**src/rtl/systolic_pkg.sv**
```systemverilog
// Shared state encoding, accumulator sizing and flat-bus index helpers for the
// N x N output-stationary systolic multiplier.
package systolic_pkg;

    typedef enum logic [1:0] {
        IDLE  = 2'd0,
        LOAD  = 2'd1,
        DRAIN = 2'd2,
        DONE  = 2'd3
    } state_e;

    // N products of 2*DW bits need clog2(N) extra bits to never overflow.
    function automatic int acc_w(input int dw, input int n);
        return 2 * dw + $clog2(n);
    endfunction

    function automatic int a_lsb(input int i, input int dw);
        return i * dw;
    endfunction

    function automatic int b_lsb(input int j, input int dw);
        return j * dw;
    endfunction

    function automatic int c_lsb(input int i, input int j, input int n, input int aw);
        return (i * n + j) * aw;
    endfunction

endpackage

```
**src/rtl/systolic_array_nxn_pe.sv**
```systemverilog
// Single MAC cell: forwards a east and b south through one register each and
// accumulates a*b into an output-stationary accumulator when both tags are set.
module systolic_pe #(
    parameter int DW     = 8,
    parameter int AW     = 17,
    parameter bit SIGNED = 1'b0
) (
    input  logic          clk,
    input  logic          rst,
    input  logic          clr_i,
    input  logic [DW-1:0] a_i,
    input  logic          ta_i,
    input  logic [DW-1:0] b_i,
    input  logic          tb_i,
    output logic [DW-1:0] a_o,
    output logic          ta_o,
    output logic [DW-1:0] b_o,
    output logic          tb_o,
    output logic [AW-1:0] acc_o
);
    logic [DW-1:0]          a_q, b_q;
    logic                   ta_q, tb_q;
    logic [AW-1:0]          acc_q, acc_d;
    logic signed [2*DW-1:0] a_x, b_x, prod;
    logic [AW-1:0]          prod_ext;

    always_comb begin
        a_x      = SIGNED ? {{DW{a_i[DW-1]}}, a_i} : {{DW{1'b0}}, a_i};
        b_x      = SIGNED ? {{DW{b_i[DW-1]}}, b_i} : {{DW{1'b0}}, b_i};
        prod     = a_x * b_x;
        prod_ext = SIGNED ? {{(AW-2*DW){prod[2*DW-1]}}, prod}
                          : {{(AW-2*DW){1'b0}}, prod};
        acc_d    = acc_q;
        if (clr_i) begin
            acc_d = '0;
        end else if (ta_i && tb_i) begin
            acc_d = acc_q + prod_ext;
        end
    end

    always_ff @(posedge clk or negedge rst) begin
        if (!rst) begin
            a_q   <= '0;
            b_q   <= '0;
            ta_q  <= 1'b0;
            tb_q  <= 1'b0;
            acc_q <= '0;
        end else begin
            a_q   <= a_i;
            b_q   <= b_i;
            ta_q  <= ta_i;
            tb_q  <= tb_i;
            acc_q <= acc_d;
        end
    end

    assign a_o   = a_q;
    assign b_o   = b_q;
    assign ta_o  = ta_q;
    assign tb_o  = tb_q;
    assign acc_o = acc_q;

endmodule

```
**src/rtl/systolic_array_nxn.sv**
```systemverilog
// N x N output-stationary systolic multiplier: beat FSM, internal operand skew,
// and a grid of MAC cells whose accumulators drive c_out directly.
module systolic_array_nxn
    import systolic_pkg::*;
#(
    parameter int N      = 2,
    parameter int DW     = 8,
    parameter bit SIGNED = 1'b0,
    parameter int AW     = acc_w(DW, N)
) (
    input  logic              clk,
    input  logic              rst,
    input  logic              in_valid,
    output logic              in_ready,
    input  logic [N*DW-1:0]   a_in,
    input  logic [N*DW-1:0]   b_in,
    output logic              out_valid,
    input  logic              out_ready,
    output logic [N*N*AW-1:0] c_out,
    output logic              done
);
    localparam int            CW         = $clog2(2 * N);
    localparam logic [CW-1:0] LAST_BEAT  = CW'(N - 1);
    localparam logic [CW-1:0] LAST_DRAIN = CW'(2 * N - 2);

    state_e        state_q, state_d;
    logic [CW-1:0] beat_q, beat_d, drain_q, drain_d;
    logic          done_q, done_d;
    logic          accept, clr;

    assign accept = in_valid && in_ready;
    assign clr    = (state_q == DONE) && out_ready;

    always_comb begin
        state_d   = state_q;
        beat_d    = beat_q;
        drain_d   = drain_q;
        done_d    = 1'b0;
        in_ready  = 1'b0;
        out_valid = 1'b0;
        unique case (state_q)
            IDLE: begin
                in_ready = 1'b1;
                if (in_valid) begin
                    state_d = LOAD;
                    beat_d  = CW'(1);
                end
            end
            LOAD: begin
                in_ready = 1'b1;
                if (in_valid) begin
                    if (beat_q == LAST_BEAT) begin
                        state_d = DRAIN;
                        drain_d = '0;
                    end else begin
                        beat_d = beat_q + 1'b1;
                    end
                end
            end
            // Wait until the last beat has swept through PE(N-1,N-1).
            DRAIN: begin
                if (drain_q == LAST_DRAIN) begin
                    state_d = DONE;
                end else begin
                    drain_d = drain_q + 1'b1;
                end
            end
            DONE: begin
                out_valid = 1'b1;
                if (out_ready) begin
                    state_d = IDLE;
                    done_d  = 1'b1;
                end
            end
            default: state_d = IDLE;
        endcase
    end

    always_ff @(posedge clk or negedge rst) begin
        if (!rst) begin
            state_q <= IDLE;
            beat_q  <= '0;
            drain_q <= '0;
            done_q  <= 1'b0;
        end else begin
            state_q <= state_d;
            beat_q  <= beat_d;
            drain_q <= drain_d;
            done_q  <= done_d;
        end
    end

    assign done = done_q;

    logic [DW-1:0] a_edge [N];
    logic [DW-1:0] b_edge [N];
    logic          t_edge [N];
    logic [DW-1:0] a_pe   [N][N];
    logic [DW-1:0] b_pe   [N][N];
    logic          ta_pe  [N][N];
    logic          tb_pe  [N][N];
    logic [AW-1:0] acc_pe [N][N];

    // Stage 0 captures the beat; row i of A and column i of B then see i more delays.
    for (genvar gi = 0; gi < N; gi++) begin : g_skew
        logic [DW-1:0] a_sk_q [gi+1];
        logic [DW-1:0] b_sk_q [gi+1];
        logic          t_sk_q [gi+1];

        always_ff @(posedge clk or negedge rst) begin
            if (!rst) begin
                for (int s = 0; s <= gi; s++) begin
                    a_sk_q[s] <= '0;
                    b_sk_q[s] <= '0;
                    t_sk_q[s] <= 1'b0;
                end
            end else begin
                a_sk_q[0] <= a_in[a_lsb(gi, DW) +: DW];
                b_sk_q[0] <= b_in[b_lsb(gi, DW) +: DW];
                t_sk_q[0] <= accept;
                for (int s = 1; s <= gi; s++) begin
                    a_sk_q[s] <= a_sk_q[s-1];
                    b_sk_q[s] <= b_sk_q[s-1];
                    t_sk_q[s] <= t_sk_q[s-1];
                end
            end
        end

        assign a_edge[gi] = a_sk_q[gi];
        assign b_edge[gi] = b_sk_q[gi];
        assign t_edge[gi] = t_sk_q[gi];
    end

    for (genvar gi = 0; gi < N; gi++) begin : g_row
        for (genvar gj = 0; gj < N; gj++) begin : g_col
            logic [DW-1:0] a_w, b_n;
            logic          ta_w, tb_n;

            if (gj == 0) begin : g_west
                assign a_w  = a_edge[gi];
                assign ta_w = t_edge[gi];
            end else begin : g_east
                assign a_w  = a_pe[gi][gj-1];
                assign ta_w = ta_pe[gi][gj-1];
            end

            if (gi == 0) begin : g_north
                assign b_n  = b_edge[gj];
                assign tb_n = t_edge[gj];
            end else begin : g_south
                assign b_n  = b_pe[gi-1][gj];
                assign tb_n = tb_pe[gi-1][gj];
            end

            systolic_pe #(
                .DW     (DW),
                .AW     (AW),
                .SIGNED (SIGNED)
            ) u_pe (
                .clk   (clk),
                .rst   (rst),
                .clr_i (clr),
                .a_i   (a_w),
                .ta_i  (ta_w),
                .b_i   (b_n),
                .tb_i  (tb_n),
                .a_o   (a_pe[gi][gj]),
                .ta_o  (ta_pe[gi][gj]),
                .b_o   (b_pe[gi][gj]),
                .tb_o  (tb_pe[gi][gj]),
                .acc_o (acc_pe[gi][gj])
            );

            assign c_out[c_lsb(gi, gj, N, AW) +: AW] = acc_pe[gi][gj];
        end
    end

endmodule

```
**config.mk**
```make
export PLATFORM = sky130hd
export DESIGN_NAME = systolic_array_nxn
export DESIGN_NICKNAME = d
export VERILOG_FILES = /design/src/rtl/systolic_pkg.sv /design/src/rtl/systolic_array_nxn_pe.sv /design/src/rtl/systolic_array_nxn.sv
export SDC_FILE = /design/constraint.sdc
export NUM_CORES = 1
export LEC_CHECK = 0
export ABC_AREA = 1
export CORE_ASPECT_RATIO = 2
export CORE_MARGIN = 2
export CORE_UTILIZATION = 60
export DETAILED_ROUTE_END_ITERATION = 8
export PLACE_DENSITY = 0.8
export SLEW_MARGIN = 5
export SYNTH_ARGS = -nofsm -noshare
export SYNTH_HDL_FRONTEND = slang
export SYNTH_HIERARCHICAL = 1
export SYNTH_SLANG_ARGS = --single-unit
```
**constraint.sdc**
```tcl
create_clock -name clk -period 4.4 [get_ports clk]
set_input_delay 0.66 -clock clk [delete_from_list [all_inputs] [get_ports clk]]
set_output_delay 0.66 -clock clk [all_outputs]
set_load 0.1 [all_outputs]
```
* After elaboration in Yosys (flattened, before gate mapping)
Cells that the tools add are included.
Storage, ports and cells: bits in registers 158, bits of input ports 36, output and inout port bits 71, logic and storage cells 80
Operators by class: add/sub/neg operators 6, multiply operators 4, eq/ne operators 12, multiplexer cells 25, reductions and logical operators 12
Operators with widths (count):
- 17-bit 2-to-1 mux | 8
- 17-bit by 16-bit adder with 17-bit output | 4
- 8-bit by 8-bit multiplier with 16-bit output | 4
- 2-bit 2-to-1 mux | 10
- 2-bit != test, second input constant | 7
- 2-bit nonzero test | 5
- 2-bit one-hot mux with 2 select lines | 2
- 2-bit one-hot mux with 4 select lines | 1
- 4-bit AND reduction | 2
- 2-bit equality test, second input constant | 3
- 5-bit AND reduction | 1
- 2-bit by 1-bit adder with 2-bit output, second input constant | 2
- 2-bit by 1-bit equality test with 1-bit output, second input constant | 2
- 1-bit 2-to-1 mux | 4
- 1-bit logical AND | 2
- 2-bit zero test | 1
- 2-bit OR reduction | 1

* Logic depth before layout (Yosys ltp)
Gate-level depths: netlist (run 1).
word-level depth 4, depth in mapped cells 21, depth with buffers taken out 20

* Cells and area by module
The synthesis (run 1) kept the hierarchy.
By module, submodules not included:
- systolic_pe at g_row[0].g_col[0].u_pe | instances 1, cells each 518, area an instance 3958.8 um2, sequential area each 875.8 um2
- systolic_pe at g_row[1].g_col[1].u_pe | instances 1, cells each 518, area an instance 3956.3 um2, sequential area each 875.8 um2
- systolic_pe at g_row[0].g_col[1].u_pe | instances 1, cells each 518, area an instance 3955.0 um2, sequential area each 875.8 um2
- systolic_pe at g_row[1].g_col[0].u_pe | instances 1, cells each 518, area an instance 3953.8 um2, sequential area each 875.8 um2
- systolic_array_nxn | instances 1, cells each 116, area an instance 1749.2 um2, sequential area each 1426.4 um2

* Least setup slack after synthesis (run 1)
Ideal clock, no wire load.
path kind flip-flop to flip-flop, start register g_row[0].g_col[0].u_pe.acc_q[6], end register g_row[0].g_col[0].u_pe.acc_q[7], library setup time 0.126 ns, arrival time 4.152 ns, data required time 4.274 ns, slack 0.122 ns, stages on the path, launching flop included 15, path buffers 0, period minus slack after synthesis 4.278 ns, cell sequence dfrtp_1 inv_1 fa_1 inv_1 fa_1 inv_1 fa_1 fa_1 inv_1 ha_1 nand2_1 nand3_2 o21ai_0 a21oi_1 o21bai_1
Between the ends: longest elaborated chain between the ends 3
RTL lines:
- start, declared | RTL line systolic_array_nxn_pe.sv:23 | logic [AW-1:0] acc_q, acc_d;
- start signal, assigned | RTL line systolic_array_nxn_pe.sv:47 | acc_q <= '0;
- start signal, assigned | RTL line systolic_array_nxn_pe.sv:53 | acc_q <= acc_d;
- 17-bit by 16-bit adder with 17-bit output | RTL line systolic_array_nxn_pe.sv:37 | acc_d = acc_q + prod_ext;
- 17-bit 2-to-1 mux | RTL line systolic_array_nxn_pe.sv:36 | end else if (ta_i && tb_i) begin
- 17-bit 2-to-1 mux | RTL line systolic_array_nxn_pe.sv:34 | if (clr_i) begin
Every way passes these cells. The select of a mux whose other input is x is not followed. A chain may end at the register's enable or synchronous reset.

* Worst setup path after layout (run 1)
start register g_row[0].g_col[0].u_pe.a_q[4], end register g_row[0].g_col[1].u_pe.acc_q[12]
Between the ends: longest elaborated chain between the ends 4
RTL lines:
- start, declared | RTL line systolic_array_nxn_pe.sv:21 | logic [DW-1:0] a_q, b_q;
- start signal, assigned | RTL line systolic_array_nxn_pe.sv:49 | a_q <= a_i;
- 8-bit by 8-bit multiplier with 16-bit output | RTL line systolic_array_nxn_pe.sv:30 | prod = a_x * b_x;
- 17-bit by 16-bit adder with 17-bit output | RTL line systolic_array_nxn_pe.sv:37
- 17-bit 2-to-1 mux | RTL line systolic_array_nxn_pe.sv:36
- 17-bit 2-to-1 mux | RTL line systolic_array_nxn_pe.sv:34
- end signal, assigned | RTL line systolic_array_nxn_pe.sv:47
- end signal, assigned | RTL line systolic_array_nxn_pe.sv:53
- end, declared | RTL line systolic_array_nxn_pe.sv:23
Every way passes these cells. The select of a mux whose other input is x is not followed.

==> run_results.csv, run 1 <==
group,metric,value,unit
sta,finalCriticalPeriod,4.199,ns
worst_setup_path,crit_fanout,8,
finish,drive_above_1_share,4.847,%
sta,tightest_slew,1.081,ns
global_routing,antenna_found_initial,0,
worst_setup_path,ff2ff_path_depth,18,
worst_setup_path,cp_slowest_cell,"dfrtp_1",
sta,slew_headroom,27.72,%
worst_setup_path,path_class,"flip-flop to flip-flop",
clock_tree,cts_inserted_buffers,17,
clock_tree,cts_tree,"done",
sta,setup_ws,0.2014,ns
clock_tree,clock_path_buffers,2,
sta,finalHoldViolCount,0,
floorplan,coreArea,27440,µm²
finish,fin_nets,2610,
finish,syn2layout_area_growth,11.62,%
worst_setup_path,required,4.75,ns
global_routing,grt_usage,30.68,%
placement,io_buffers,106,
clock_tree,ctsHoldBuffers,0,
global_routing,grt_pass1_vias,14750,
min_path,worstHoldPathType,"primary input to asynchronous set/reset pin",
drt,drt-initial-drc-count,629,
worst_setup_path,arrival,4.55,ns
floorplan,initial_core_util,60.76,%
worst_setup_path,critPathMostFrequentCell,"nand2_1",
drt,vias,13300,
drt,ant_nets,0,
drt,dr.pass1.iters,7,
yosys,syn_area,16670,µm²
drt,finalWirelength,41250,µm
clock_tree,cts_max_level,4,
flow_run,cap_violations,0,
yosys,synthesis.instances,2152,
yosys,synthesis.nets,2547,
drt,drc,0,
drt,avgRoutedWirePerCell,15.99,µm
floorplan,fp.dieH,239.7,µm
drt,viasPerCell,5.156,
clock_tree,root_buffer,"clkbuf_16",
global_routing,grt_max_degree,98,
clock_tree,clk_pin_slew,0.07,ns
global_routing,grt_pass1_wl,68050,µm
finish,final_common_cell,"inv_1",
worst_setup_path,start_kind,"flip-flop",
clock_tree,ctsResizeCount,0,
sta,fmax,238.2,MHz
clock_tree,cts_sinks,161,
placement,place_hpwl,33630,µm
floorplan,die-area,29220,µm²
placement,gp_congestion,0.9484,
sta,slew_violations,0,
placement,post-place-ws,0.2413,ns
floorplan,num_io_pins,107,
sta,setup_viol,0,
sta,post-route-period-util,95.42,%
yosys,avgSynthCellArea,7.747,µm²
sta,setup-tns-final,0,ns
floorplan,placementRows,86,
worst_setup_path,path_cells,"nand2_1 > fa_1 > fa_1 > inv_1 > fa_1 > inv_1 > fa_1 > inv_1 > ha_1 > nand2_2 > nor2_1 > nand2_1 > nand3_2 > nand2_1 > nand2_1 > nand2_1 > nand3_1 > nand2_1",
sta,fin_worst_skew,0.01290,ns
yosys,synth_warnings,6,
finish,antenna_cells,0,
sta,rsz0062_at_grt,"false",
clock_tree,cts_setup_buffers,0,
worst_setup_path,cpPeakStageDelay,0.56,ns
clock_tree,clk_latency,0.47,ns
status,status,"complete, no violations",
floorplan,die_x,121.9,µm
global_routing,overflow,0,
worst_setup_path,cp-end-kind,"flip-flop",
finish,final_cell_mix,"inv_1 (670), nand2_1 (622), fa_1 (200), ha_1 (159), dfrtp_1 (140)",
[layer usage]
metal	part of all wire [%]	global-route usage, %
met4	8.7	24.97
met5	0	0
met1	31	26.71
met2	57	59.00
met3	3.5	4.786
[stage by stage]
| stage | cells | area, µm² | hold WS (ns) | utilization (%) |
|---|---|---|---|---|
| 2_1_floorplan | 2152 | 16670 | 0.3312 | - |
| 3_3_place_gp | 2548 | 17940 | 0.3400 | 65.39 |
| 3_5_place_dp | 2548 | 17940 | 0.3412 | 65.39 |
| 4_1_cts | 2580 | 18580 | 0.3221 | 67.70 |
| 5_1_grt | 2580 | 18610 | 0.3639 | 67.82 |
| 6_report | 2580 | 18610 | 0.2786 | 67.82 |
[layout make-up]
type | instances | area [µm²]
Multi-Input combinational cell | 1247 | 9823
Fill cell | 2192 | 8830
Sequential cell | 161 | 4055
Inverter | 676 | 2537
Timing Repair Buffer | 112 | 1120
Tap cell | 352 | 440.4
Clock buffer | 18 | 439.2
Clock inverter | 14 | 193.9
[path summary, 6_finish.rpt]
kind,from,endpoint,slack [ns]
worst max register to register,g_row[0].g_col[0].u_pe/a_o[4],g_row[0].g_col[1].u_pe/acc_o[12],0.20
max in group asynchronous,rst,g_row[0].g_col[0].b_n[7],3.19
worst max-delay path,g_row[0].g_col[0].u_pe/a_o[4],g_row[0].g_col[1].u_pe/acc_o[12],0.20
worst min-delay path,rst,state_q[1],0.28
min in group clk,g_skew[1].b_sk_q[10],g_row[0].g_col[1].b_n[2],0.35
worst min register to register,g_skew[1].b_sk_q[10],g_row[0].g_col[1].b_n[2],0.35
[flip-flops by register name, indices dropped and copies added, names as in the netlist, 8 cells and up]
signal,count
g_row.g_col.u_pe/a_o,16
g_row.g_col.u_pe/acc_o,68
g_row.g_col.u_pe/b_o,16
g_row.g_col.a_w,16
g_row.g_col.b_n,16
g_skew.b_sk_q,8
g_skew.a_sk_q,8
[critical path: cells and delay by family (launching register included)]
family / cells / cell delay, ns
AND/OR/NAND/NOR: 10 / 0.91
buffers and inverters: 3 / 0.16
flip-flops: 1 / 0.56
adder cells (fa/ha/maj): 5 / 2.45
Power of run 1 is left out: the tool's default activity adds up to more than one toggle a clock period on the data nets, which glitch-free logic cannot reach.
==> run 2, diff against run 1 <==
Settings changed: CTS_BUF_LIST set to sky130_fd_sc_hd__clkbuf_2 sky130_fd_sc_hd__clkbuf_4 sky130_fd_sc_hd__clkbuf_8.
==> run_results.csv, run 2 (synthesis gave the netlist of run 1 again) <==
group,metric,value,unit
floorplan,initial_core_util,60.76,%
finish,syn2layout_area_growth,10.64,%
drt,drc,0,
worst_setup_path,ff2ff_path_depth,17,
sta,slew_headroom,29.54,%
sta,rsz0062_at_grt,"false",
sta,finalCriticalPeriod,4.168,ns
clock_tree,cts_sinks,161,
drt,avgRoutedWirePerCell,15.79,µm
worst_setup_path,path_class,"flip-flop to flip-flop",
global_routing,grt_max_degree,98,
sta,finalHoldViolCount,0,
sta,post-route-period-util,94.72,%
floorplan,coreArea,27440,µm²
clock_tree,cts_tree,"done",
worst_setup_path,start_kind,"flip-flop",
sta,whs,0.2238,ns
placement,io_buffers,106,
clock_tree,root_buffer,"clkbuf_8",
floorplan,placementRows,86,
drt,ant_nets,0,
finish,final_cell_mix,"inv_1 (670), nand2_1 (622), fa_1 (200), ha_1 (158), dfrtp_1 (137)",
global_routing,grt_pass1_vias,14720,
global_routing,grt_pass1_wl,67400,µm
worst_setup_path,cpPeakStageDelay,0.56,ns
floorplan,die_x,121.9,µm
drt,viasPerCell,5.141,
global_routing,grt_usage,30.33,%
placement,place_hpwl,33630,µm
placement,gp_congestion,0.9484,
clock_tree,cts_max_level,4,
min_path,worstHoldPathType,"primary input to asynchronous set/reset pin",
finish,seqCellArea,4059,µm²
floorplan,num_io_pins,107,
finish,final_common_cell,"inv_1",
worst_setup_path,critPathBufInv,4,
sta,fin_worst_skew,0.01743,ns
sta,fmax,239.9,MHz
finish,nFillCells,2233,
finish,fin_nets,2613,
flow_run,cap_violations,0,
drt,vias,13290,
clock_tree,clock_path_buffers,2,
sta,tightest_slew,1.054,ns
clock_tree,cts_inserted_buffers,17,
drt,finalWirelength,40790,µm
worst_setup_path,cp-end-kind,"flip-flop",
worst_setup_path,arrival,4.56,ns
global_routing,antenna_found_initial,1,
worst_setup_path,required,4.79,ns
drt,dr.pass1.iters,7,
finish,multi_input_area,9826,µm²
worst_setup_path,crit_fanout,8,
clock_tree,ctsHoldBuffers,0,
global_routing,overflow,0,
placement,place_area,17940,µm²
worst_setup_path,r2r-end,"g_row[1].g_col[1].u_pe/acc_o[16]",
worst_setup_path,r2r_start,"g_row[0].g_col[1].u_pe/b_o[2]",
floorplan,die-area,29220,µm²
worst_setup_path,critPathTopFamily,"adder cells",
sta,setup_viol,0,
status,status,"complete, no violations",
worst_setup_path,cp_slowest_cell,"fa_1",
clock_tree,clk_pin_slew,0.10,ns
worst_setup_path,r2r_slack,0.23,ns
worst_setup_path,path_cells,"nand2_1 > fa_1 > fa_1 > inv_1 > fa_1 > inv_1 > fa_1 > inv_1 > ha_1 > nand2_1 > nand2_1 > inv_1 > nand3_4 > nand2_1 > nand3_1 > nand3_1 > nand2_1",
drt,drt-initial-drc-count,602,
clock_tree,clk_latency,0.52,ns
finish,drive_above_1_share,5.155,%
floorplan,fp.dieH,239.7,µm
sta,setup-tns-final,0,ns
finish,design_area,18450,µm²
finish,largest_reg_flops,68,
sta,slew_violations,0,
worst_setup_path,critPathMostFrequentCell,"nand2_1",
==> run 2: changes by cell type in the layout (fill, tap and decap cells not counted), moves of 3 or more <==
cell       previous run  this run
dfrtp_1             140       137
dfrtp_2              21        24
clkbuf_8              1        18
clkbuf_16            17         0
==> run 2: what timing repair did <==
action / CTS / global route
gates resized for setup: 0 / 27
setup buffers: 0 / 3
endpoints found under the setup margin: 0 / 9
==> run 2: final cells by class <==
type	count	share of cell area, %
flip-flops and latches	161	22.00
diodes	1	0.01357
repair buffers	115	6.179
clock inverters	14	1.051
well taps	352	2.388
multi-input cells	1247	53.27
clock buffers	18	1.343
inverters	676	13.76
==> run 2: how the worst max path moves through the flow <==
stage	depth (start not counted)	from	slack [ns]	end
2_1_floorplan	14	g_row[0].g_col[0].u_pe/acc_o[6]	0.12	g_row[0].g_col[0].u_pe/acc_o[7]
3_3_place_gp	16	g_row[0].g_col[0].a_w[4]	0.26	g_row[0].g_col[0].u_pe/acc_o[15]
4_1_cts	16	g_row[0].g_col[0].a_w[4]	0.18	g_row[0].g_col[0].u_pe/acc_o[15]
3_5_place_dp	16	g_row[0].g_col[0].a_w[4]	0.24	g_row[0].g_col[0].u_pe/acc_o[15]
6_report	17	g_row[0].g_col[1].u_pe/b_o[2]	0.23	g_row[1].g_col[1].u_pe/acc_o[16]
5_1_grt	16	g_row[0].g_col[0].b_n[6]	0.006	g_row[0].g_col[0].u_pe/acc_o[13]
==> run 2: metal layers <==
metal / GRT usage, % / vias to the layer above / part of all wire (%)
li1: - / 6255 / -
met1: 26.13 / 6437 / 31
met2: 59.10 / 406 / 57
met3: 4.905 / 187 / 3.3
met4: 23.48 / 0 / 8.4
met5: 0 / - / 0
==> run 2: stage by stage <==
stage               util [%]  instances  worst slack [ns]
floorplan                  -       2152            0.1222
global placement       65.39       2548            0.2601
detailed placement     65.39       2548            0.2413
CTS                    67.00       2580            0.1762
global route           67.23       2584          0.005560
finish                 67.23       2584            0.2323
Power of run 2 is left out for the same reason.
==> run 3, diff against run 2 <==
Settings changed: CTS_CLUSTER_SIZE set to 25, TNS_END_PERCENT set to 1.
==> run_results.csv, run 3 (synthesis gave the netlist of run 1 again) <==
group,metric,value,unit
worst_setup_path,cpPeakStageDelay,0.56,ns
clock_tree,cts_tree,"done",
worst_setup_path,start_kind,"flip-flop",
floorplan,initial_core_util,60.76,%
finish,utilization,67.14,%
worst_setup_path,arrival,4.62,ns
finish,largest_reg_flops,68,
worst_setup_path,critPathTopFamily,"adder cells",
floorplan,fp.dieH,239.7,µm
drt,ant_nets,0,
clock_tree,cts_max_level,4,
floorplan,num_io_pins,107,
drt,drt-initial-drc-count,649,
sta,finalCriticalPeriod,4.184,ns
finish,fin_nets,2610,
min_path,worstHoldPathType,"primary input to asynchronous set/reset pin",
clock_tree,cts_sinks,161,
worst_setup_path,crit_fanout,9,
placement,io_buffers,106,
sta,rsz0062_at_grt,"true",
drt,vias,13270,
floorplan,placementRows,86,
worst_setup_path,critPathBufInv,4,
sta,setup-tns-final,0,ns
clock_tree,clock_path_buffers,2,
drt,viasPerCell,5.141,
finish,final_common_cell,"inv_1",
worst_setup_path,path_class,"flip-flop to flip-flop",
global_routing,grt_max_degree,98,
worst_setup_path,path_cells,"nand2_1 > inv_1 > fa_1 > fa_1 > inv_1 > fa_1 > fa_1 > inv_1 > ha_1 > nand2_2 > inv_1 > a21oi_1 > nand3_1 > nand2_1 > nand2_1 > o21ai_2",
floorplan,die_x,121.9,µm
clock_tree,clk_latency,0.51,ns
sta,fin_worst_skew,0.01727,ns
sta,finalHoldViolCount,0,
placement,place_area,17940,µm²
global_routing,gr-usage-met3,4.905,%
global_routing,grt_pass1_wl,67400,µm
sta,post-route-period-util,95.08,%
global_routing,grt_pass1_vias,14720,
clock_tree,clk_pin_slew,0.09,ns
sta,tightest_slew,1.052,ns
placement,gp_congestion,0.9484,
worst_setup_path,cp-end-kind,"flip-flop",
finish,drive_above_1_share,4.847,%
finish,design_area,18420,µm²
global_routing,grt_usage,30.33,%
drt,drc,0,
global_routing,grtUsageMet2,59.10,%
flow_run,cap_violations,0,
sta,slew_headroom,29.65,%
drt,finalWirelength,40700,µm
clock_tree,cts_inserted_buffers,17,
clock_tree,ctsHoldBuffers,0,
finish,nFillCells,2246,
placement,place_hpwl,33630,µm
worst_setup_path,required,4.84,ns
clock_tree,root_buffer,"clkbuf_8",
finish,seqCellArea,4054,µm²
status,status,"complete, no violations",
drt,dr.pass1.iters,5,
global_routing,overflow,0,
global_routing,antenna_found_initial,1,
drt,avgRoutedWirePerCell,15.77,µm
global_routing,gr-usage-met1,26.13,%
sta,fmax,239.0,MHz
global_routing,top_usage_layer,"met2",
floorplan,die-area,29220,µm²
sta,whs,0.2260,ns
floorplan,coreArea,27440,µm²
finish,final_cell_mix,"inv_1 (670), nand2_1 (621), fa_1 (200), ha_1 (159), dfrtp_1 (141)",
sta,slew_violations,0,
worst_setup_path,cp_slowest_cell,"fa_1",
finish,syn2layout_area_growth,10.49,%
sta,setup_viol,0,
finish,multi_input_area,9826,µm²
run 3: worst paths after layout:
path                                          startpoint                                to  slack, ns  cells after the start
worst min-delay path                                 rst                        state_q[1]       0.23                      1
worst max register to register  g_row[0].g_col[0].a_w[4]  g_row[0].g_col[0].u_pe/acc_o[13]       0.22                     16
min in group clk                    g_skew[1].a_sk_q[11]          g_row[1].g_col[0].a_w[3]       0.36                      0
worst min register to register      g_skew[1].a_sk_q[11]          g_row[1].g_col[0].a_w[3]       0.36                      0
worst max-delay path            g_row[0].g_col[0].a_w[4]  g_row[0].g_col[0].u_pe/acc_o[13]       0.22                     16
max in group asynchronous                            rst          g_row[0].g_col[0].b_n[7]       3.26                      2
run 3: timing repair:
action / CTS / global route
buffers inserted: 0 / 0
resized for setup: 0 / 22
endpoints found under the setup margin: 0 / 9
run 3: cell type report:
| class | instances | share of cell area (%) |
|---|---|---|
| Multi-Input combinational cell | 1247 | 53.34 |
| Clock inverter | 14 | 1.053 |
| Inverter | 676 | 13.77 |
| Tap cell | 352 | 2.391 |
| Antenna cell | 1 | 0.01358 |
| Clock buffer | 18 | 1.345 |
| Sequential cell | 161 | 22.01 |
| Timing Repair Buffer | 112 | 6.079 |
run 3: routing by layer:
layer  vias up  wire [µm]  part of all wire (%)
met5         -          0                     0
met4         0       3321                   8.2
met3       183       1394                   3.4
met2       414      23390                    57
met1      6426      12590                    31
li1       6245          -                     -
run 3: metrics by stage:
stage,std cells,worst slack [ns]
4_1_cts,2580,0.1762
5_1_grt,2581,-0.01437
6_report,2581,0.2163
3_3_place_gp,2548,0.2601
3_5_place_dp,2548,0.2413
2_1_floorplan,2152,0.1222
run 3: worst reg2reg max path, stage by stage (launching register included):
cell and delay [ns]:
dfrtp_2 0.50, nand2_1 0.10, inv_1 0.06, fa_1 0.52, fa_1 0.55, inv_1 0.06, fa_1 0.50, fa_1 0.56
inv_1 0.05, ha_1 0.36, nand2_2 0.14, inv_1 0.05, a21oi_1 0.19, nand3_1 0.18, nand2_1 0.10, nand2_1 0.06
o21ai_2 0.14
Power of run 3 is left out for the same reason.
